**src/rtl/fir_sched_pkg.sv**
```systemverilog
// Shared types for the FIR MAC scheduler.
// Holds the FSM state encoding and channel-id type.
package fir_sched_pkg;

  typedef enum logic [1:0] {
    IDLE,
    ISSUE,
    DRAIN,
    DONE
  } state_t;

  typedef logic ch_t;

endpackage

```
**src/rtl/rr_arbiter_2.sv**
```systemverilog
// Two-requester round-robin arbiter (combinational).
// Ports: pending[1:0], rr_last in; winner, valid out.
module rr_arbiter_2
  import fir_sched_pkg::*;
(
  input  logic [1:0] pending,
  input  ch_t        rr_last,
  output ch_t        winner,
  output logic       valid
);

  always_comb begin
    valid  = |pending;
    winner = 1'b0;
    unique case (1'b1)
      (pending == 2'b11): winner = ~rr_last;
      (pending == 2'b10): winner = 1'b1;
      default:            winner = 1'b0;
    endcase
  end

endmodule

```
**src/rtl/fir_mac_sched.sv**
```systemverilog
// Shares one decimating FIR MAC between two channels.
// Ports: clk, reset, req, base0/1 in; busy, grant_ch,
// tap_idx, rd_addr, rd_en, acc_clr, acc_en, result_valid,
// result_ch, overrun out. All outputs registered.
module fir_mac_sched
  import fir_sched_pkg::*;
#(
  parameter int NUM_TAPS   = 183,
  parameter int ADDR_WIDTH = 8,
  parameter int RD_LATENCY = 1
) (
  input  logic                  clk,
  input  logic                  reset,
  input  logic [1:0]            req,
  input  logic [ADDR_WIDTH-1:0] base0,
  input  logic [ADDR_WIDTH-1:0] base1,
  output logic                  busy,
  output ch_t                   grant_ch,
  output logic [ADDR_WIDTH-1:0] tap_idx,
  output logic [ADDR_WIDTH-1:0] rd_addr,
  output logic                  rd_en,
  output logic                  acc_clr,
  output logic                  acc_en,
  output logic                  result_valid,
  output ch_t                   result_ch,
  output logic [1:0]            overrun
);

  localparam int AW1 = ADDR_WIDTH + 1;
  localparam logic [ADDR_WIDTH-1:0] LAST_TAP =
    ADDR_WIDTH'(NUM_TAPS - 1);
  localparam logic [AW1-1:0] TAPS_W = AW1'(NUM_TAPS);
  localparam logic [2:0] DRAIN_LAST =
    3'(RD_LATENCY - 1);

  state_t state_q, state_d;

  logic [1:0] pending_q, pending_d;
  logic [1:0] clr;
  logic [1:0] overrun_d;
  logic [ADDR_WIDTH-1:0] sbase0_q, sbase1_q;

  logic [ADDR_WIDTH-1:0] job_base_q, job_base_d;
  logic [ADDR_WIDTH-1:0] arb_base;
  ch_t rr_last_q, rr_last_d;
  ch_t grant_ch_d;
  ch_t arb_win;
  logic arb_valid;

  logic [ADDR_WIDTH-1:0] tap_d, rd_addr_d;
  logic [ADDR_WIDTH-1:0] nxt_tap;
  logic [AW1-1:0] sum;
  logic rd_en_d, acc_clr_d;
  logic busy_d, rv_d;
  ch_t rch_d;
  logic [2:0] drain_q, drain_d;

  logic [RD_LATENCY-1:0] acc_sr;

  rr_arbiter_2 u_arb (
    .pending (pending_q),
    .rr_last (rr_last_q),
    .winner  (arb_win),
    .valid   (arb_valid)
  );

  assign arb_base = arb_win ? sbase1_q : sbase0_q;

  // A grant in this cycle clears the winner's pending
  // bit, but a same-cycle request re-arms it.
  always_comb begin
    clr = '0;
    if (state_q == IDLE && arb_valid)
      clr[arb_win] = 1'b1;
    pending_d = req | (pending_q & ~clr);
    overrun_d = req & pending_q & ~clr;
  end

  always_comb begin
    state_d    = state_q;
    job_base_d = job_base_q;
    grant_ch_d = grant_ch;
    rr_last_d  = rr_last_q;
    tap_d      = tap_idx;
    rd_addr_d  = rd_addr;
    rd_en_d    = 1'b0;
    acc_clr_d  = 1'b0;
    drain_d    = drain_q;
    nxt_tap    = tap_idx + ADDR_WIDTH'(1);
    sum        = {1'b0, job_base_q} + {1'b0, nxt_tap};
    if (sum >= TAPS_W)
      sum = sum - TAPS_W;
    unique case (state_q)
      IDLE: begin
        if (arb_valid) begin
          state_d    = ISSUE;
          grant_ch_d = arb_win;
          job_base_d = arb_base;
          tap_d      = '0;
          rd_addr_d  = arb_base;
          rd_en_d    = 1'b1;
          acc_clr_d  = 1'b1;
        end
      end
      ISSUE: begin
        if (tap_idx == LAST_TAP) begin
          state_d = DRAIN;
          drain_d = '0;
        end else begin
          tap_d     = nxt_tap;
          rd_addr_d = sum[ADDR_WIDTH-1:0];
          rd_en_d   = 1'b1;
        end
      end
      DRAIN: begin
        if (drain_q == DRAIN_LAST)
          state_d = DONE;
        else
          drain_d = drain_q + 3'd1;
      end
      DONE: begin
        state_d   = IDLE;
        rr_last_d = grant_ch;
      end
      default: state_d = IDLE;
    endcase
    busy_d = (state_d != IDLE);
    rv_d   = (state_d == DONE);
    rch_d  = rv_d ? grant_ch_d : 1'b0;
  end

  always_ff @(posedge clk) begin
    if (reset) begin
      state_q      <= IDLE;
      pending_q    <= '0;
      sbase0_q     <= '0;
      sbase1_q     <= '0;
      job_base_q   <= '0;
      rr_last_q    <= 1'b1;
      drain_q      <= '0;
      busy         <= 1'b0;
      grant_ch     <= 1'b0;
      tap_idx      <= '0;
      rd_addr      <= '0;
      rd_en        <= 1'b0;
      acc_clr      <= 1'b0;
      result_valid <= 1'b0;
      result_ch    <= 1'b0;
      overrun      <= '0;
      acc_sr       <= '0;
    end else begin
      state_q      <= state_d;
      pending_q    <= pending_d;
      if (req[0])
        sbase0_q   <= base0;
      if (req[1])
        sbase1_q   <= base1;
      job_base_q   <= job_base_d;
      rr_last_q    <= rr_last_d;
      drain_q      <= drain_d;
      busy         <= busy_d;
      grant_ch     <= grant_ch_d;
      tap_idx      <= tap_d;
      rd_addr      <= rd_addr_d;
      rd_en        <= rd_en_d;
      acc_clr      <= acc_clr_d;
      result_valid <= rv_d;
      result_ch    <= rch_d;
      overrun      <= overrun_d;
      acc_sr[0]    <= rd_en;
      for (int i = 1; i < RD_LATENCY; i++)
        acc_sr[i]  <= acc_sr[i-1];
    end
  end

  assign acc_en = acc_sr[RD_LATENCY-1];

endmodule
```
**config.mk**
```make
export PLATFORM = sky130hd
export DESIGN_NAME = fir_mac_sched
export DESIGN_NICKNAME = d
export VERILOG_FILES = /design/src/rtl/fir_sched_pkg.sv /design/src/rtl/rr_arbiter_2.sv /design/src/rtl/fir_mac_sched.sv
export SDC_FILE = /design/constraint.sdc
export NUM_CORES = 1
export LEC_CHECK = 0
export CAP_MARGIN = 15
export CELL_PAD_IN_SITES_DETAIL_PLACEMENT = 1
export CELL_PAD_IN_SITES_GLOBAL_PLACEMENT = 1
export CORE_MARGIN = 4
export CORE_UTILIZATION = 34
export CTS_BUF_LIST = sky130_fd_sc_hd__clkbuf_8
export DETAILED_ROUTE_END_ITERATION = 10
export DONT_BUFFER_PORTS = 1
export GPL_ROUTABILITY_DRIVEN = 0
export PLACE_DENSITY = 0.69
export REMOVE_ABC_BUFFERS = 1
export SETUP_SLACK_MARGIN = 0.5
export SLEW_MARGIN = 25
export SYNTH_ARGS = -nofsm -noshare
export SYNTH_HDL_FRONTEND = slang
export SYNTH_SLANG_ARGS = --single-unit
export TNS_END_PERCENT = 5
```
**constraint.sdc**
```tcl
create_clock -name clk -period 3.2 [get_ports clk]
set_input_delay 0.96 -clock clk [delete_from_list [all_inputs] [get_ports clk]]
set_output_delay 0.96 -clock clk [all_outputs]
set_load 0.01 [all_outputs]
```
* Yosys cells after proc, flatten, opt, wreduce, memory -nomap -nowiden
Index checks and enable logic that the tools add are counted.
Cells by class: add/sub/neg operators 4, $lt $le $gt $ge 3, eq/ne operators 11, multiplexer cells 24, bitwise operators 8, reductions and logical operators 13
Operators with widths (count):
- $mux 8 | 6
- $pmux 8 s2 | 2
- $eq 2x2->1 const B | 5
- $add 8x8->9 | 1
- $ge 9x8->1 const B | 1
- $add 8x1->8 const B | 1
- $eq 8x8->1 const B | 1
- $mux 2 | 4
- $ne 2x2->1 const B | 4
- $pmux 2 s4 | 1
- $sub 8x8->8 const B | 1
- $and 2x2->2 | 3
- $mux 3 | 2
- $pmux 3 s2 | 1
- $reduce_and 3->1 | 2
- $reduce_bool 2->1 | 3
- $reduce_or 2->1 | 3
- $mux 1 | 5
- $pmux 1 s2 | 2
- $add 3x1->3 const B | 1
- $logic_not 3->1 | 1
- $not 1->1 | 3
- $eq 2x1->1 const B | 1
- $logic_and 1x1->1 | 2
- other kinds (7) | 7
Storage, ports and cells: flip-flop bits (word level) 57, input bits 20, output and inout port bits 25, logic and storage cells 80

* Logic depth before layout (Yosys ltp)
Gate-level depths: netlist of run 1.
depth in word-level cells 10, gate-level depth with buffers 13, depth with buffers taken out 12

* Modules after synthesis
A second synthesis of run 1 with hierarchy kept.
Unflattened totals: cell total of the unflattened synthesis 320, area total of the unflattened synthesis 2866.5 um2
Modules (own cells, without submodules):
- fir_mac_sched | times used 1, cells an instance 318, area each 2852.7 um2, seq. area each 1141.1 um2
- rr_arbiter_2 | times used 1, cells an instance 2, area each 13.8 um2, seq. area each 0.0 um2

* Least setup slack after synthesis of run 1
No wires, ideal clock.
kind reg-to-reg, from register tap_idx[0], to register rd_addr[6], library setup time 0.062 ns, arrival time 3.044 ns, data required time 3.138 ns, setup slack 0.094 ns, stages on the path, launching flop included 12, path buffers 1, clock period less this slack 3.106 ns, path through dfxtp_1 -> inv_1 -> ha_1 -> fa_1 -> nand2b_2 -> a21oi_4 -> xnor2_2 -> a2111oi_2 -> o311a_1 -> buf_6 -> or4_1 -> nand3_1
Between the ends: word-level cells in the longest chain between the ends 6, elaborated cells on any way between the ends 10, classes of those cells add/sub: 3; order compare: 1; eq/ne: 2; mux: 3; reduce/logical: 1
Ends and longest elaborated chain:
- start: declaration | RTL line fir_mac_sched.sv:19 | output logic [ADDR_WIDTH-1:0] tap_idx,
- start signal: assignment | RTL line fir_mac_sched.sv:163 | tap_idx <= tap_d;
- $add 8x1->8 | RTL line fir_mac_sched.sv:89 | nxt_tap = tap_idx + ADDR_WIDTH'(1);
- $add 8x8->9 | RTL line fir_mac_sched.sv:90 | sum = {1'b0, job_base_q} + {1'b0, nxt_tap};
- $sub 8x8->8 or $ge 9x8->1 (tied branches) | RTL line fir_mac_sched.sv:92, fir_mac_sched.sv:91
- $mux 8 | RTL line fir_mac_sched.sv:91 | if (sum >= TAPS_W)
- $mux 8 | RTL line fir_mac_sched.sv:106 | if (tap_idx == LAST_TAP) begin
- $pmux 8 s2 | RTL line fir_mac_sched.sv:93 | unique case (state_q)
- end signal: assignment | RTL line fir_mac_sched.sv:164 | rd_addr <= rd_addr_d;
- end: declaration | RTL line fir_mac_sched.sv:20 | output logic [ADDR_WIDTH-1:0] rd_addr,
Several ways; a longest one is shown, not always the timed one. The select of a mux whose other input is x is not followed. A chain may end at the register's enable or synchronous reset.

* Worst setup path after layout of run 1
from register tap_idx[0], to register rd_addr[5]
The elaborated chain is that of the path after synthesis.

==> results of run 1 <==
[Yosys cell counts, types with 2 or more instances]
cell type / number
dfxtp_1: 57
nor2_1: 50
mux2i_1: 28
nand2_1: 27
a21oi_1: 18
inv_1: 15
ha_1: 14
o21ai_0: 14
a211oi_1: 11
nor3_1: 11
clkbuf_1: 10
nand3_1: 10
nand2b_1: 7
nor2b_1: 6
xor2_1: 5
a21boi_0: 4
a31oi_1: 4
a21o_1: 3
a22o_1: 3
and3_1: 3
nor4_1: 3
o21a_1: 3
xnor2_1: 3
a2111o_1: 2
a221o_1: 2
a221oi_1: 2
buf_4: 2
buf_6: 2
nand4_1: 2
nor2_2: 2
o31ai_1: 2
or3_1: 2
[registers in the layout, summed over array words and instances, names as in the netlist, 2 cells and up]
name / flops
drain_q: 3
job_base_q: 8
overrun: 2
pending_q: 2
rd_addr: 8
sbase0_q: 8
sbase1_q: 8
state_q: 2
tap_idx: 8
[stage by stage]
stage | TNS (ns) | hold slack [ns]
after floorplan | 0 | 0.455
after global placement | 0 | 0.471
after detailed placement | -0.110 | 0.486
after CTS | 0 | 0.498
after global routing | 0 | 0.542
final | 0 | 0.491
[layer usage]
| layer | global-route usage [%] | up-vias | wire length (um) |
|---|---|---|---|
| met2 | 27.1 | 47 | 4160 |
| met1 | 22.9 | 1289 | 4230 |
| met4 | 5.08 | 0 | 115 |
| met5 | 0 | - | 0 |
| li1 | - | 1305 | - |
| met3 | 4.96 | 9 | 426 |
[what timing repair did]
item                                    4_1_cts  5_1_grt
cloned                                        0        1
buffers inserted                              7        2
pin swaps                                    14        6
endpoints found under the setup margin        8        8
resized for setup                            33        9
[final cells by class]
| cell class | instances | area (um2) | area share, % |
|---|---|---|---|
| inverters | 15 | 56.3 | 1.51 |
| well taps | 108 | 135 | 3.63 |
| flip-flops and latches | 57 | 1150 | 30.9 |
| repair buffers | 23 | 178 | 4.77 |
| clock inverters | 6 | 66.3 | 1.78 |
| multi-input cells | 268 | 2000 | 53.7 |
| clock buffers | 10 | 138 | 3.70 |
[worst paths after layout]
kind                                    to  slack (ns)  depth (start not counted)       start
worst max-delay path            rd_addr[5]        0.29                         14  tap_idx[0]
worst min-delay path            drain_q[1]        0.49                          2  drain_q[1]
worst max register to register  rd_addr[5]        0.29                         14  tap_idx[0]
worst min register to register  drain_q[1]        0.49                          2  drain_q[1]
[worst max-delay path, stage by stage (launching register included)]
cell      delay [ns]
dfxtp_4         0.39
buf_6           0.11
nand4_1         0.16
nor2_2          0.17
xor2_2          0.21
ha_1            0.28
nand2_1         0.10
a211oi_2        0.06
buf_4           0.15
a2111o_1        0.39
a21oi_2         0.14
o311a_4         0.26
buf_4           0.13
mux2i_1         0.17
nand2_1         0.07
[power groups by stage]
stage | clock network [uW] | logic, uW | registers (uW)
2_1_floorplan | 0 | 219 | 811
5_1_grt | 757 | 388 | 822
3_5_place_dp | 0 | 305 | 829
6_report | 703 | 352 | 816
4_1_cts | 723 | 341 | 816
3_3_place_gp | 0 | 296 | 827
[logic make-up after synthesis]
group,count (synthesis),share of synthesized area [%]
AOI/OAI and AO/OA,79,18.8
xor gates and xnor gates,9,2.79
adders and majority gates,15,6.31
buffers and inverters,31,4.53
DFF,57,36.9
muxes,28,9.05
and+or+nand+nor,137,21.7
==> results.toml, run 1 <==
[outcome]
outcome = "finished, final reports clean"

[floorplan]
initial_core_util_pct = 35.2
core_mm2 = 0.00881
rows = 34
io_pins = 45
die_area_mm2 = 0.0107
die_h_um = 103
die_w_um = 103

[worst_setup_path]
cp-start-kind = "register"
endpoint_kind = "register"
critPathKind = "reg2reg"
worstPathArrival_ns = 3.14
cp_max_fo = 8
worstPathRequired_ns = 3.43

[place]
hpwl_um = 6370
place_area_mm2 = 0.00324
dpl.cell_count = 461
pre_cts_ws_ns = -0.0576
portBuffers = 0

[yosys]
synth_cells = 356
ys_seq_area_share_pct = 36.9
ys_types = 61
synth.area.top_cells = "dfxtp_1 (37%), mux2i_1 (9.1%), nor2_1 (6.1%)"
synth.avg_cell_area_um2 = 8.70
synthArstFlopShare_pct = 0
ys.flop_type = "dfxtp_1"
syn-cell-area_mm2 = 0.00310
yosys.area.top_type = "dfxtp_1"
yosysWarnings = 0
ys_seq_elements = 57
synth_top_area_share_pct = 36.9
synth_edf_count = 0

[sta]
relSlewSlack_pct = 54.7
slew_violations = 0
finalSetupViolCount = 0
rsz0062_at_grt = "yes"
fmax_mhz = 343
finalCriticalPeriod_ns = 2.91
setup_ws_ns = 0.288
fin_crit_sh_pct = 91.0
worst_pin_slew_ns = 0.672
hold_violations = 0
fin_skew_ns = 0.0114

[clock_tree]
htreeDepth = 3
postCtsHoldBufs = 0
cts-root-buf = "clkbuf_8"
clockBufferDepth = 2
clkTransAtPathRegs_ns = 0.08
cts.sinks = 57
tritoncts = "built"
insertion_delay_ns = 0.34
cts_buffers = 9

[grt]
grt_usage_pct = 17.2
grt_antenna_before_repair = 0
overflow = 0
grt_pass1_vias = 2801
grt_max_degree = 45
grt_pass1_wl_um = 14200

[detailed_routing]
vias_per_cell = 5.44
drt_iter0_markers = 113
wl_per_cell_um = 18.4
wirelength_um = 8940
vias = 2650
drtPass1Iterations = 4
drc_errors = 0
drtAntennaViolNets = 0

[finish]
final_cell_area_mm2 = 0.00372
drive_gt1_share_pct = 20.8
stdcell_count = 487
fill_cells = 1025
mostFrequentLayoutCells = "dfxtp_1 (54), nor2_1 (46), mux2i_1 (28), nand2_1 (27), buf_4 (20)"
n_antenna_cell = 0
area_growth_pct = 20.2
final_nets = 409
final_util_pct = 42.3
final_common_cell = "dfxtp_1"

[power]
p_clk_share_pct = 37.6
total_power_uw = 1870
power.density_mw_per_mm2 = 503
peakVddDrop_v = 0.000286
power.internal_uw = 1290
p_leak_uw = 0.00152
p_comb_share_pct = 18.8
switchingPower_uw = 578
p_sw_share_pct = 30.9
seq_power_share_pct = 43.6

[job]
drv_cap = 0

[worst_hold_path]
worst_hold_path_type = "reg2reg"
No activity file was read; power rests on OpenSTA's default activity.
==> inputs of run 2 (changes only) <==
- BUFFER_PORTS_ARGS: default -> -buffer_cell sky130_fd_sc_hd__buf_2
- CAP_MARGIN: 15 -> 40
- DONT_BUFFER_PORTS: 1 -> default
- PLACE_DENSITY: 0.69 -> 0.75
==> run 2 against run 1 <==
Flip-flop and latch count did not move. Worst setup slack improved by 0.062 ns. Non-clock buffer count rose by 44. Design area rose by 8.8%. Global-route usage rose by 0.84 points. Utilization rose by 3.7 points. Clock power rose by 9.8%. Critical path depth fell by 3.
==> results.toml, run 2 (synthesized netlist as in run 1, its figures left out) <==
[power]
p_leak_uw = 0.00176
peakVddDrop_v = 0.000463
power.density_mw_per_mm2 = 491

[sta]
setup_ws_ns = 0.351
rsz0062_at_grt = "yes"
slew_violations = 0
finalCriticalPeriod_ns = 2.85
fmax_mhz = 351
hold_violations = 0
worst_pin_slew_ns = 0.652
finalSetupViolCount = 0
fin_crit_sh_pct = 89.0
fin_skew_ns = 0.0128
relSlewSlack_pct = 56.5

[job]
drv_cap = 0

[floorplan]
rows = 34
io_pins = 45
die_area_mm2 = 0.0107
die_w_um = 103
core_mm2 = 0.00881
die_h_um = 103
initial_core_util_pct = 35.2

[place]
dpl.cell_count = 503
hpwl_um = 6610
pre_cts_ws_ns = -0.0411
portBuffers = 44

[grt]
overflow = 0
grt_pass1_vias = 2962
grt_usage_pct = 18.0
grt_pass1_wl_um = 15000
grt_antenna_before_repair = 0
grt_max_degree = 20

[clock_tree]
insertion_delay_ns = 0.34
cts_buffers = 9
htreeDepth = 3
clockBufferDepth = 2
tritoncts = "built"
clkTransAtPathRegs_ns = 0.08
cts-root-buf = "clkbuf_8"
cts.sinks = 57

[finish]
mostFrequentLayoutCells = "dfxtp_1 (55), buf_2 (45), nor2_1 (43), mux2i_1 (28), nand2_1 (27)"
stdcell_count = 531
final_nets = 453
n_antenna_cell = 0
drive_gt1_share_pct = 31.9
final_common_cell = "dfxtp_1"
area_growth_pct = 30.8
fill_cells = 1031

[outcome]
outcome = "finished, final reports clean"

[worst_setup_path]
cp-start-kind = "register"
path_cells = "buf_4 > nand4_1 > nor2_2 > xor2_2 > buf_4 > ha_4 > and4bb_2 > a2111oi_4 > nor2_2 > or4_4 > nand3_2"
worstPathArrival_ns = 3.13
critPathKind = "reg2reg"
slowest_stage = "or4_4"
cp_slowest_stage_delay_ns = 0.54
worstPathRequired_ns = 3.48
endpoint_kind = "register"
cp_max_fo = 8

[detailed_routing]
drtPass1Iterations = 4
wirelength_um = 9160
wl_per_cell_um = 17.2
drt_iter0_markers = 78
drtAntennaViolNets = 0
vias_per_cell = 5.35
drc_errors = 0
vias = 2841

[worst_hold_path]
worst_hold_path_type = "reg2reg"
## run 2: critical path: cells and delay by family, from the launching register on
kind | cells | cell delay, ns
XOR/XNOR | 1 | 0.23
AND/OR/NAND/NOR | 6 | 1.24
flip-flops | 1 | 0.39
AO/OA/AOI/OAI | 1 | 0.39
adder cells (fa/ha/maj) | 1 | 0.22
buffers and inverters | 2 | 0.29
## run 2: where the power goes
| group | leakage (uW) | internal [uW] | switching, uW | total [uW] |
|---|---|---|---|---|
| registers | 0.000469 | 759 | 44.7 | 804 |
| clock network | 0.000110 | 445 | 327 | 772 |
| logic | 0.00118 | 174 | 238 | 412 |
## run 2: final timing paths
kind                end  slack (ns)  cells past startpoint        from
max          rd_addr[6]        0.35                     11  tap_idx[0]
min          rd_addr[7]        0.49                      2  rd_addr[7]
max reg2reg  rd_addr[6]        0.35                     11  tap_idx[0]
min reg2reg  rd_addr[7]        0.49                      2  rd_addr[7]
## run 2: area by class of cell
class	instances	area, um2	share of cell area, %
Timing Repair Buffer	67	390	9.64
Clock buffer	9	124	3.06
Clock inverter	7	103	2.53
Tap cell	108	135	3.34
Sequential cell	57	1150	28.4
Inverter	15	58.8	1.45
Multi-Input combinational cell	268	2090	51.6
## run 2: per-layer routing
layer	GRT usage (%)	routed length (um)	part of all wire, %	vias to the layer above
li1	-	-	-	1390
met5	0	0	0	-
met4	6.18	196	2.1	0
met1	22.6	4140	45	1384
met3	4.02	325	3.5	17
met2	30.5	4490	49	50
## run 2: metrics by stage
stage / power [uW] / instance area [um2] / setup TNS [ns] / util (%) / hold slack [ns]
6_report: 1990 / 4050 / 0 / 46.0 / 0.491
5_1_grt: 2080 / 4050 / 0 / 46.0 / 0.521
4_1_cts: 1990 / 3970 / 0 / 45.0 / 0.496
3_5_place_dp: 1170 / 3450 / -0.0411 / 39.2 / 0.478
3_3_place_gp: 1150 / 3450 / 0 / 39.2 / 0.471
2_1_floorplan: 1030 / 3010 / 0 / - / 0.455
## run 2: repair_timing
action	4_1_cts	5_1_grt
buffers inserted	8	3
pin swaps	19	14
gates resized for setup	45	15
setup endpoints to repair	8	8
cloned	1	0
hold buffers	0	0
